File: src/rtl/master_spi_controller.sv
`timescale 1ns/1ps
// master_spi_controller
//   SPI master, one word per transfer, MSB first, configurable CPOL/CPHA.
//   Frame: IDLE -> SETUP (cs low, MSB on mosi0) -> TRANSFER (2*DATA_WIDTH
//   sclk toggles) -> HOLD (cs still low) -> IDLE (rx_data loaded, rx_valid).
//
// Parameters
//   DATA_WIDTH : bits per transfer (2..32)
//   BAUD_DIV   : pclk cycles per sclk half-period (1..255)
//   CPOL       : sclk idle level
//   CPHA       : 0 = sample on leading edge, 1 = sample on trailing edge
//
// Ports
//   pclk     : clock, rising edge
//   areset   : asynchronous active-low reset
//   start    : transfer request, honoured only while ready=1
//   tx_data  : word to send
//   ready    : controller idle, start will be accepted
//   rx_data  : last received word
//   rx_valid : one-cycle pulse when rx_data updates
//   sclk     : serial clock
//   cs       : active-low slave select
//   mosi0    : serial data out
//   miso0    : serial data in
module master_spi_controller #(
    parameter int DATA_WIDTH = 8,
    parameter int BAUD_DIV   = 2,
    parameter bit CPOL       = 1'b0,
    parameter bit CPHA       = 1'b0
) (
    input  logic                  pclk,
    input  logic                  areset,
    input  logic                  start,
    input  logic [DATA_WIDTH-1:0] tx_data,
    output logic                  ready,
    output logic [DATA_WIDTH-1:0] rx_data,
    output logic                  rx_valid,
    output logic                  sclk,
    output logic                  cs,
    output logic                  mosi0,
    input  logic                  miso0
);

    localparam int DIV_W = $clog2(BAUD_DIV + 1);
    localparam int BIT_W = $clog2(2 * DATA_WIDTH + 1);
    localparam logic [DIV_W-1:0] DIV_LAST = DIV_W'(BAUD_DIV - 1);
    localparam logic [BIT_W-1:0] BIT_LAST = BIT_W'(2 * DATA_WIDTH - 1);

    typedef enum logic [1:0] {
        IDLE,
        SETUP,
        TRANSFER,
        HOLD
    } state_t;

    state_t                  r_state;
    state_t                  r_state_next;
    logic [DIV_W-1:0]        r_div_cnt;
    logic [BIT_W-1:0]        r_bit_cnt;
    logic [DATA_WIDTH-1:0]   r_tx_shift;
    logic [DATA_WIDTH-1:0]   r_rx_shift;
    logic [DATA_WIDTH-1:0]   r_rx_data;
    logic                    r_rx_valid;
    logic                    r_sclk;
    logic                    r_cs;

    logic w_div_last;
    logic w_accept;
    logic w_edge;
    logic w_leading;
    logic w_trailing;
    logic w_sample;
    logic w_shift;
    logic w_finish;

    always_ff @(posedge pclk or negedge areset) begin
        if (!areset) begin
            r_state <= IDLE;
        end else begin
            r_state <= r_state_next;
        end
    end

    always_comb begin
        r_state_next = r_state;
        w_div_last   = (r_div_cnt == DIV_LAST);
        w_accept     = 1'b0;
        w_edge       = 1'b0;
        w_finish     = 1'b0;
        case (r_state)
            IDLE: begin
                if (start) begin
                    w_accept     = 1'b1;
                    r_state_next = SETUP;
                end
            end
            SETUP: begin
                if (w_div_last) begin
                    r_state_next = TRANSFER;
                end
            end
            TRANSFER: begin
                if (w_div_last) begin
                    w_edge = 1'b1;
                    if (r_bit_cnt == BIT_LAST) begin
                        r_state_next = HOLD;
                    end
                end
            end
            HOLD: begin
                if (w_div_last) begin
                    w_finish     = 1'b1;
                    r_state_next = IDLE;
                end
            end
            default: r_state_next = IDLE;
        endcase

        // Even toggle index = leading edge, odd = trailing edge.
        w_leading  = w_edge && !r_bit_cnt[0];
        w_trailing = w_edge &&  r_bit_cnt[0];
        if (CPHA) begin
            w_sample = w_trailing;
            // First leading edge keeps the MSB presented during SETUP.
            w_shift  = w_leading && (r_bit_cnt != '0);
        end else begin
            w_sample = w_leading;
            // No shift after the final sample; mosi0 holds the LSB into HOLD.
            w_shift  = w_trailing && (r_bit_cnt != BIT_LAST);
        end
    end

    always_ff @(posedge pclk or negedge areset) begin
        if (!areset) begin
            r_div_cnt  <= '0;
            r_bit_cnt  <= '0;
            r_tx_shift <= '0;
            r_rx_shift <= '0;
            r_rx_data  <= '0;
            r_rx_valid <= 1'b0;
            r_sclk     <= CPOL;
            r_cs       <= 1'b1;
        end else begin
            r_rx_valid <= 1'b0;

            if (r_state == IDLE) begin
                r_div_cnt <= '0;
                r_bit_cnt <= '0;
            end else begin
                r_div_cnt <= w_div_last ? '0 : r_div_cnt + 1'b1;
            end

            if (w_accept) begin
                r_tx_shift <= tx_data;
                r_cs       <= 1'b0;
            end

            if (w_edge) begin
                r_sclk    <= ~r_sclk;
                r_bit_cnt <= r_bit_cnt + 1'b1;
            end

            if (w_shift) begin
                r_tx_shift <= {r_tx_shift[DATA_WIDTH-2:0], 1'b0};
            end

            if (w_sample) begin
                r_rx_shift <= {r_rx_shift[DATA_WIDTH-2:0], miso0};
            end

            if (w_finish) begin
                r_cs       <= 1'b1;
                r_rx_data  <= r_rx_shift;
                r_rx_valid <= 1'b1;
            end
        end
    end

    assign ready    = (r_state == IDLE);
    assign rx_data  = r_rx_data;
    assign rx_valid = r_rx_valid;
    assign sclk     = r_sclk;
    assign cs       = r_cs;
    assign mosi0    = r_tx_shift[DATA_WIDTH-1];

endmodule

File: config.mk
export PLATFORM = sky130hd
export DESIGN_NAME = master_spi_controller
export DESIGN_NICKNAME = d
export VERILOG_FILES = /design/src/rtl/master_spi_controller.sv
export SDC_FILE = /design/constraint.sdc
export NUM_CORES = 1
export LEC_CHECK = 0
export ABC_AREA = 1
export CAP_MARGIN = 15
export CORE_UTILIZATION = 50
export CTS_CLUSTER_SIZE = 40
export DETAILED_ROUTE_END_ITERATION = 12
export GPL_ROUTABILITY_DRIVEN = 0
export PLACE_DENSITY = 0.74
export SLEW_MARGIN = 10
export SYNTH_ARGS = -nofsm -noshare
export SYNTH_HDL_FRONTEND = slang
export SYNTH_SLANG_ARGS = --single-unit
File: constraint.sdc
create_clock -name pclk -period 3.8 [get_ports pclk]
set_input_delay 1.14 -clock pclk [delete_from_list [all_inputs] [get_ports pclk]]
set_output_delay 1.14 -clock pclk [all_outputs]
set_load 0.01 [all_outputs]
==> out/results.ini, run 1 <==
[outcome]
status = complete, no violations

[clock_network]
clock_path_buffers = 2
cts_tree = yes
cts.sinks = 36
cts_hold_buf = 0
cts_setup_buffers = 0
cts_resized = 0
htreeDepth = 2
cts_buffers = 5
clkLatencyLatePin_ns = 0.34
cts-root-buf = clkbuf_4
path_clk_slew_ns = 0.11

[critical_path]
r2r_start = r_bit_cnt[0]$_DFFE_PN0P_
crit_path_end = ready
worst-setup-path-type = flop to output pin
crit_arrival_ns = 1.75
cp_max_fo = 6
rr_endpoint = r_state[0]$_DFFE_PN0P_
cp.required_ns = 2.66
cp-startpoint = r_state[0]$_DFFE_PN0P_
cpPeakStageDelay_ns = 0.57
reg2regPathDepth = 11
crit_path_start_kind = flop
crit_chain = inv_1 -> ha_1 -> clkdlybuf4s50_1
r2r_slack_ns = 1.96
critPathCaptureType = output pin
crit_slowest_cell = clkdlybuf4s50_1

[drt]
vias_per_cell = 4.89
wl_per_cell_um = 11.9
drt_iter0_markers = 84
vias = 1340
first_pass_iters = 4
drc = 0
drt-total-wl_um = 3270
ant_nets = 0

[placement]
io_buffers = 24
hpwl_um = 2300

[finish]
area_growth_pct = 19.9
drive_above_1_share_pct = 11.3
num_antenna_cells = 0
nets = 248

[worst_hold_path]
hp-start = cs$_DFFE_PN1P_
hold_path_class = flop to flop
hold_path_depth = 2

[sta]
slew_headroom_pct = 70.5
setup_tns_ns = 0
worstMarginPinSlew_ns = 0.442
hold_ws_ns = 0.479
final-max-slew-violation-count = 0
fin_crit_sh_pct = 76.2
fin_crit_ns = 2.89
rsz0062_at_grt = false
finalHoldViolCount = 0
setup_viol = 0
max_freq_mhz = 346
fin_worst_skew_ns = 0.0127

[die]
initial_core_util_pct = 54.6
coreArea_um2 = 3150
ios = 25
fp.dieW_um = 60.7
num_rows = 20
dieArea_um2 = 3680
die_y_um = 60.7

[synth]
yosysSeqAreaShare_pct = 52.4
yosysWarnings = 0
synth_area_um2 = 1720
ys_ff_latch = 36
syn_nets = 218
ys_types = 21
syn_area_per_cell_um2 = 8.65
synth_cells = 199

[grt]
overflow = 0
grt_pass1_wl_um = 5550
grt_max_degree = 37
grt_pass1_vias = 1266
grt_use_total_pct = 21.0
grt_antenna_before_repair = 0

[pwr]
power_per_cell_area_nw_per_um2 = 693
p_leak_nw = 1.01
vdd_drop_max_v = 0.000383
total_power_mw = 1.43

[run]
cap_violations = 0

worst min-delay path by stage:
stage                                            to  slack (ns)
final                                cs$_DFFE_PN1P_        0.48
after global routing               sclk$_DFFE_PN0P_        0.50
after CTS                            cs$_DFFE_PN1P_        0.48
after detailed placement     rx_data[7]$_DFFE_PN0P_        0.46
after global placement       rx_data[7]$_DFFE_PN0P_        0.46
after floorplan           r_rx_shift[0]$_DFFE_PN0P_        0.44
layer usage:
layer	part of all wire, %	routed length [um]	GRT usage [%]	vias to the layer above
li1	-	-	-	679
met1	47	1530	27.4	628
met2	48	1570	33.8	28
met3	4.0	130	3.84	5
met4	1.2	40	10.7	0
met5	0	0	0	-
cell families after synthesis:
kind of cell	after synthesis	synth area share (%)
and+or+nand+nor	95	24.3
xor gates and xnor gates	1	0.509
buffers and inverters	32	7.85
DFF	36	52.4
AOI/OAI and AO/OA	28	9.81
adders and majority gates	7	5.09
cells in the final DEF (no fill, tap or decap):
master	n
buf_4	1
nor2_1	4
nand3_1	15
o21ai_0	16
nor2_2	1
dfrtp_1	35
nand2_4	1
nor3_1	1
inv_1	30
clkbuf_1	1
nand2_1	64
or2_2	2
clkbuf_8	1
o21ai_2	7
xor2_1	1
ha_1	7
dfstp_2	1
clkinvlp_4	1
nand2_2	4
o21bai_1	1
a21oi_1	1
nor2_4	2
nand4_1	1
o21ai_1	3
clkdlybuf4s50_1	24
clkbuf_4	5
per-stage QoR:
stage                     instances  setup slack [ns]  util, %  cell area [um^2]
after floorplan                 199              1.89        -              1720
after global placement          266              1.34     63.5              2000
after detailed placement        266              1.27     63.5              2000
after CTS                       274             0.894     65.5              2060
after global routing            274             0.801     65.5              2060
final                           274             0.906     65.5              2060
Yosys cell counts, drive strengths merged:
master,n,area share (%)
nand3,15,4.4
nor3,1,0.29
or2,2,0.73
inv,30,6.5
nand2,69,16
nand4,1,0.36
nor2,7,2.5
a21oi,1,0.29
o21bai,1,0.44
o21ai,26,9.1
buf,2,1.3
ha,7,5.1
dfstp,1,1.5
dfrtp,35,51
xor2,1,0.51
power breakdown:
group	switching (mW)	total [mW]	internal (mW)
clock network	0.130	0.221	0.0907
logic	0.349	0.602	0.253
registers	0.0859	0.608	0.522
sequential cells by signal, summed over array words and instances (netlist names):
signal and cells:
cs 1, r_bit_cnt 5, r_div_cnt 2, r_rx_shift 8
r_state 2, r_tx_shift 8, rx_data 8, rx_valid 1
sclk 1
layout make-up:
type,count,area [um^2]
multi-input combinational,131,684
clock inverter,1,7.51
inverter,30,113
tap,44,55.1
clock buffer,7,55.1
fill,288,1090
sequential,36,902
timing repair buffer,25,248
critical path: cells and delay by family, from the launching register on:
| kind | cells | cell delay [ns] |
|---|---|---|
| buffers and inverters | 2 | 0.71 |
| adders and majority gates | 1 | 0.28 |
| DFF | 1 | 0.43 |
Note: power is estimated with default switching activity, not from simulation.
==> run 2, diff against run 1 <==
--- a/config.mk
+++ b/config.mk
@@ -7,11 +7,11 @@
 export LEC_CHECK = 0
 export ABC_AREA = 1
 export CAP_MARGIN = 15
-export CORE_UTILIZATION = 50
+export CORE_UTILIZATION = 48
 export CTS_CLUSTER_SIZE = 40
 export DETAILED_ROUTE_END_ITERATION = 12
 export GPL_ROUTABILITY_DRIVEN = 0
-export PLACE_DENSITY = 0.74
+export PLACE_DENSITY = 0.75
 export SLEW_MARGIN = 10
 export SYNTH_ARGS = -nofsm -noshare
 export SYNTH_HDL_FRONTEND = slang
==> constraint.sdc (replaced) <==
create_clock -name pclk -period 2.6 [get_ports pclk]
set_input_delay 0.78 -clock pclk [delete_from_list [all_inputs] [get_ports pclk]]
set_output_delay 0.78 -clock pclk [all_outputs]
set_load 0.01 [all_outputs]
==> out/results.ini, run 2 (synthesized netlist as in run 1, its figures left out) <==
[clock_network]
cts_tree = yes  ; unchanged
cts-root-buf = clkbuf_4  ; unchanged
clkLatencyLatePin_ns = 0.35  ; was 0.34 ns
path_clk_slew_ns = 0.11  ; about the same
cts_hold_buf = 0  ; unchanged
cts.sinks = 36  ; unchanged
cts_buffers = 5  ; unchanged
htreeDepth = 2  ; unchanged
cts_setup_buffers = 0  ; unchanged
clock_path_buffers = 2  ; unchanged

[placement]
place_inst = 268  ; was 266
io_buffers = 24  ; unchanged
hpwl_um = 2030  ; was 2300 um

[sta]
max_freq_mhz = 403
fin_worst_skew_ns = 0.00583  ; was 0.0127 ns
fin_crit_sh_pct = 95.4
slew_headroom_pct = 70.1  ; was 70.5%
setup_viol = 0  ; unchanged
finalHoldViolCount = 0  ; unchanged
fin_crit_ns = 2.48
hold_ws_ns = 0.472  ; was 0.479 ns
final-max-slew-violation-count = 0  ; unchanged
setup_tns_ns = 0  ; unchanged
worstMarginPinSlew_ns = 0.449  ; was 0.442 ns
rsz0062_at_grt = false  ; unchanged

[drt]
drt-total-wl_um = 3030  ; was 3270 um
ant_nets = 0  ; unchanged
drt_iter0_markers = 43  ; was 84
vias_per_cell = 4.72  ; was 4.89
drc = 0  ; unchanged
vias = 1302  ; was 1340
first_pass_iters = 4  ; unchanged
wl_per_cell_um = 11.0  ; was 11.9 um

[finish]
final_common_cell = nand2_1  ; unchanged
final_cells = 276  ; was 274
final_core_util_pct = 63.0  ; was 65.5%
num_antenna_cells = 0  ; unchanged
final_cell_mix = nand2_1, dfrtp_1, inv_1  ; unchanged
fillers = 283  ; was 288
area_growth_pct = 24.0  ; was 19.9%
drive_above_1_share_pct = 12.2  ; was 11.3%
nets = 248  ; unchanged

[critical_path]
r2r_slack_ns = 0.79  ; was 1.96 ns
cpPeakStageDelay_ns = 0.55  ; was 0.57 ns
critPathCaptureType = output pin  ; unchanged
crit_path_start_kind = flop  ; unchanged
crit_slowest_cell = clkdlybuf4s50_1  ; unchanged
crit_chain = inv_1 -> ha_2 -> clkdlybuf4s50_1  ; was inv_1 -> ha_1 -> clkdlybuf4s50_1
r2r_start = r_bit_cnt[0]$_DFFE_PN0P_  ; unchanged
worst-setup-path-type = flop to output pin  ; unchanged
rr_endpoint = r_tx_shift[2]$_DFFE_PN0P_  ; was r_state[0]$_DFFE_PN0P_
reg2regPathDepth = 10  ; was 11
cp_max_fo = 6  ; unchanged
cp.required_ns = 1.82  ; was 2.66 ns
cp-startpoint = r_state[0]$_DFFE_PN0P_  ; unchanged
crit_arrival_ns = 1.70  ; was 1.75 ns

[worst_hold_path]
hold_end = cs$_DFFE_PN1P_  ; unchanged
hold_path_class = flop to flop  ; unchanged
hold_path_depth = 2  ; unchanged
hp-start = cs$_DFFE_PN1P_  ; unchanged

[die]
ios = 25  ; unchanged
die_y_um = 61.9  ; was 60.7 um
num_rows = 21  ; was 20
fp.dieW_um = 61.9  ; was 60.7 um
coreArea_um2 = 3390  ; was 3150 um^2
initial_core_util_pct = 50.8  ; was 54.6%
dieArea_um2 = 3830  ; was 3680 um^2

[grt]
overflow = 0  ; unchanged
grt_pass1_vias = 1185  ; was 1266
grt_pass1_wl_um = 5090  ; was 5550 um
grt_use_total_pct = 18.9  ; was 21.0%
grt_max_degree = 37  ; unchanged
grt_antenna_before_repair = 0  ; unchanged

[run]
cap_violations = 0  ; unchanged

[pwr]
power_per_cell_area_nw_per_um2 = 1100  ; was 693 nW/um^2
vdd_drop_max_v = 0.000600  ; was 0.000383 V
total_power_mw = 2.35  ; was 1.43 mW
p_leak_nw = 1.04  ; was 1.01 nW

[outcome]
status = complete, no violations  ; unchanged

## run 2: worst max-delay path by stage
stage / end / slack, ns / depth (start not counted)
after CTS: ready / 0.03 / 3
final: ready / 0.12 / 3
after detailed placement: ready / 0.46 / 3
after global routing: ready / 0.03 / 3
after global placement: ready / 0.49 / 3
after floorplan: r_tx_shift[1]$_DFFE_PN0P_ / 1.03 / 10
## run 2: power by group
group          switching [mW]  internal, mW  total, mW
clock network           0.197         0.396      0.593
logic                   0.494         0.373      0.867
registers               0.123         0.763      0.886
## run 2: area by class of cell
type | count | area (um^2) | share of cell area (%)
Tap cell | 46 | 57.6 | 2.70
Clock inverter | 3 | 90.1 | 4.22
Sequential cell | 36 | 902 | 42.3
Inverter | 30 | 113 | 5.28
Multi-Input combinational cell | 131 | 687 | 32.2
Timing Repair Buffer | 25 | 248 | 11.6
Clock buffer | 5 | 37.5 | 1.76
## run 2: repair_timing
action,4_1_cts,5_1_grt
endpoints found under the setup margin,0,1
endpoints found under the hold margin,0,0
gates resized for setup,0,1
## run 2: stage by stage
step	cell area (um^2)	setup slack, ns
final	2130	0.120
after global routing	2130	0.0347
after CTS	2130	0.0319
after detailed placement	2000	0.460
after global placement	2000	0.494
after floorplan	1720	1.03
## run 2: per-layer routing
| metal | up-vias | GRT usage (%) | part of all wire, % |
|---|---|---|---|
| met1 | 590 | 23.3 | 48 |
| met5 | - | 0 | 0 |
| met4 | 0 | 8.57 | 1.8 |
| li1 | 683 | - | - |
| met2 | 23 | 30.3 | 46 |
| met3 | 6 | 6.21 | 4.0 |
## run 2: worst max-delay path: cells and delay by family, from the launching register on
kind	cells	cell delay (ns)
adder cells (fa/ha/maj)	1	0.25
buffers and inverters	2	0.67
flip-flops	1	0.43
==> run 3, diff against run 2 <==
==> constraint.sdc (replaced) <==
create_clock -name pclk -period 2.6 [get_ports pclk]
set_input_delay 0.78 -clock pclk [delete_from_list [all_inputs] [get_ports pclk]]
set_output_delay 0.78 -clock pclk [all_outputs]
set_load 0.005 [all_outputs]
==> out/results.ini, run 3 (synthesized netlist as in run 1, its figures left out) <==
[critical_path]
cp_max_fo = 6  ; unchanged
crit_path_start_kind = flop  ; unchanged
cpPeakStageDelay_ns = 0.52  ; was 0.55 ns
worst-setup-path-type = flop to output pin  ; unchanged
crit_buf_inv = 2  ; unchanged
crit_chain = inv_1 -> ha_2 -> clkdlybuf4s50_1  ; unchanged
crit_arrival_ns = 1.67  ; was 1.70 ns
cp.required_ns = 1.82  ; about the same
cpLargestDelayFamily = buffers and inverters  ; unchanged
critPathCaptureType = output pin  ; unchanged
crit_slowest_cell = clkdlybuf4s50_1  ; unchanged

[pwr]
total_power_mw = 2.12  ; was 2.35 mW
p_leak_nw = 1.01  ; was 1.04 nW
power_per_cell_area_nw_per_um2 = 1020  ; was 1100 nW/um^2
vdd_drop_max_v = 0.000570  ; was 0.000600 V

[die]
coreArea_um2 = 3390  ; unchanged
initial_core_util_pct = 50.8  ; unchanged
fp.dieW_um = 61.9  ; unchanged
num_rows = 21  ; unchanged
die_y_um = 61.9  ; unchanged
dieArea_um2 = 3830  ; unchanged
ios = 25  ; unchanged

[grt]
grt_antenna_before_repair = 0  ; unchanged
overflow = 0  ; unchanged
grt_use_total_pct = 19.1  ; was 18.9%
grt_pass1_vias = 1201  ; was 1185
grt_pass1_wl_um = 5220  ; was 5090 um
grt_max_degree = 37  ; unchanged

[clock_network]
cts.sinks = 36  ; unchanged
cts_tree = yes  ; unchanged
path_clk_slew_ns = 0.11  ; about the same
clkLatencyLatePin_ns = 0.35  ; about the same
cts_setup_buffers = 0  ; unchanged
cts_buffers = 5  ; unchanged
cts-root-buf = clkbuf_4  ; unchanged
clock_path_buffers = 2  ; unchanged
htreeDepth = 2  ; unchanged

[drt]
drt-total-wl_um = 3080  ; was 3030 um
vias_per_cell = 4.76  ; was 4.72
drt_iter0_markers = 104  ; was 43
wl_per_cell_um = 11.1  ; was 11.0 um
vias = 1313  ; was 1302
drc = 0  ; unchanged
first_pass_iters = 4  ; unchanged
ant_nets = 0  ; unchanged

[sta]
fin_worst_skew_ns = 0.00717  ; was 0.00583 ns
finalHoldViolCount = 0  ; unchanged
rsz0062_at_grt = false  ; unchanged
fin_crit_ns = 2.45  ; was 2.48 ns
setup_viol = 0  ; unchanged
final-max-slew-violation-count = 0  ; unchanged
worstMarginPinSlew_ns = 0.438  ; was 0.449 ns
slew_headroom_pct = 70.8  ; was 70.1%
max_freq_mhz = 409  ; was 403 MHz
fin_crit_sh_pct = 94.0  ; was 95.4%
setup_tns_ns = 0  ; unchanged

[finish]
nets = 248  ; unchanged
drive_above_1_share_pct = 12.2  ; unchanged
final_area_um2 = 2090  ; was 2130 um^2
final_common_cell = nand2_1  ; unchanged
num_antenna_cells = 0  ; unchanged
fillers = 301  ; was 283
area_growth_pct = 21.2  ; was 24.0%
final_cell_mix = nand2_1, dfrtp_1, inv_1  ; unchanged

[placement]
io_buffers = 24  ; unchanged
dpl_cell_area_um2 = 2000  ; unchanged
hpwl_um = 2050  ; was 2030 um

[worst_hold_path]
hold_path_class = flop to flop  ; unchanged

[outcome]
status = complete, no violations  ; unchanged

[run]
cap_violations = 0  ; unchanged

==> run 3: worst min-delay path: stages (launching register included) <==
cell     delay [ns]
dfstp_2        0.39
nand2_1        0.05
nand2_1        0.05
==> run 3: per-layer routing <==
layer  GRT usage [%]  wire [um]
met1            23.6       1470
met2            30.9       1430
met3            6.63        119
met4            7.30         61
met5               0          0
==> run 3: stage by stage <==
stage	cells	hold slack, ns	utilization (%)	worst slack, ns
3_3_place_gp	268	0.453	59.1	0.522
6_report	276	0.474	61.6	0.155
3_5_place_dp	268	0.458	59.1	0.498
4_1_cts	276	0.475	61.5	0.0667
5_1_grt	276	0.490	61.6	0.0337
2_1_floorplan	199	0.442	-	1.03
==> run 3: layout make-up <==
| type | instances | area [um^2] | area share [%] |
|---|---|---|---|
| flip-flops and latches | 36 | 902 | 43.2 |
| inverters | 30 | 113 | 5.40 |
| repair buffers | 25 | 248 | 11.9 |
| clock inverters | 3 | 42.5 | 2.04 |
| clock buffers | 5 | 37.5 | 1.80 |
| multi-input cells | 131 | 687 | 32.9 |
| well taps | 46 | 57.6 | 2.76 |
==> run 3: path summary, 6_finish.rpt <==
| check | start | to | slack [ns] | depth (start not counted) |
|---|---|---|---|---|
| worst max-delay path | r_state[0]$_DFFE_PN0P_ | ready | 0.15 | 3 |
| worst min-delay path | cs$_DFFE_PN1P_ | cs$_DFFE_PN1P_ | 0.47 | 2 |
| worst max register to register | r_bit_cnt[0]$_DFFE_PN0P_ | r_tx_shift[3]$_DFFE_PN0P_ | 0.78 | 10 |
| worst min register to register | cs$_DFFE_PN1P_ | cs$_DFFE_PN1P_ | 0.47 | 2 |
| max in group asynchronous | areset | cs$_DFFE_PN1P_ | 1.43 | 2 |
| min in group asynchronous | areset | r_tx_shift[2]$_DFFE_PN0P_ | 0.83 | 2 |
==> run 3: report_power, final <==
part | leakage (nW) | internal, mW | total, mW | switching (mW)
Combinational | 0.506 | 0.372 | 0.840 | 0.468
Clock | 0.0412 | 0.200 | 0.399 | 0.199
Sequential | 0.468 | 0.763 | 0.885 | 0.122
==> run 3: repair_timing <==
item / CTS / global route
gates resized for setup: 0 / 1
hold buffers: 0 / 0
endpoints found under the setup margin: 0 / 1
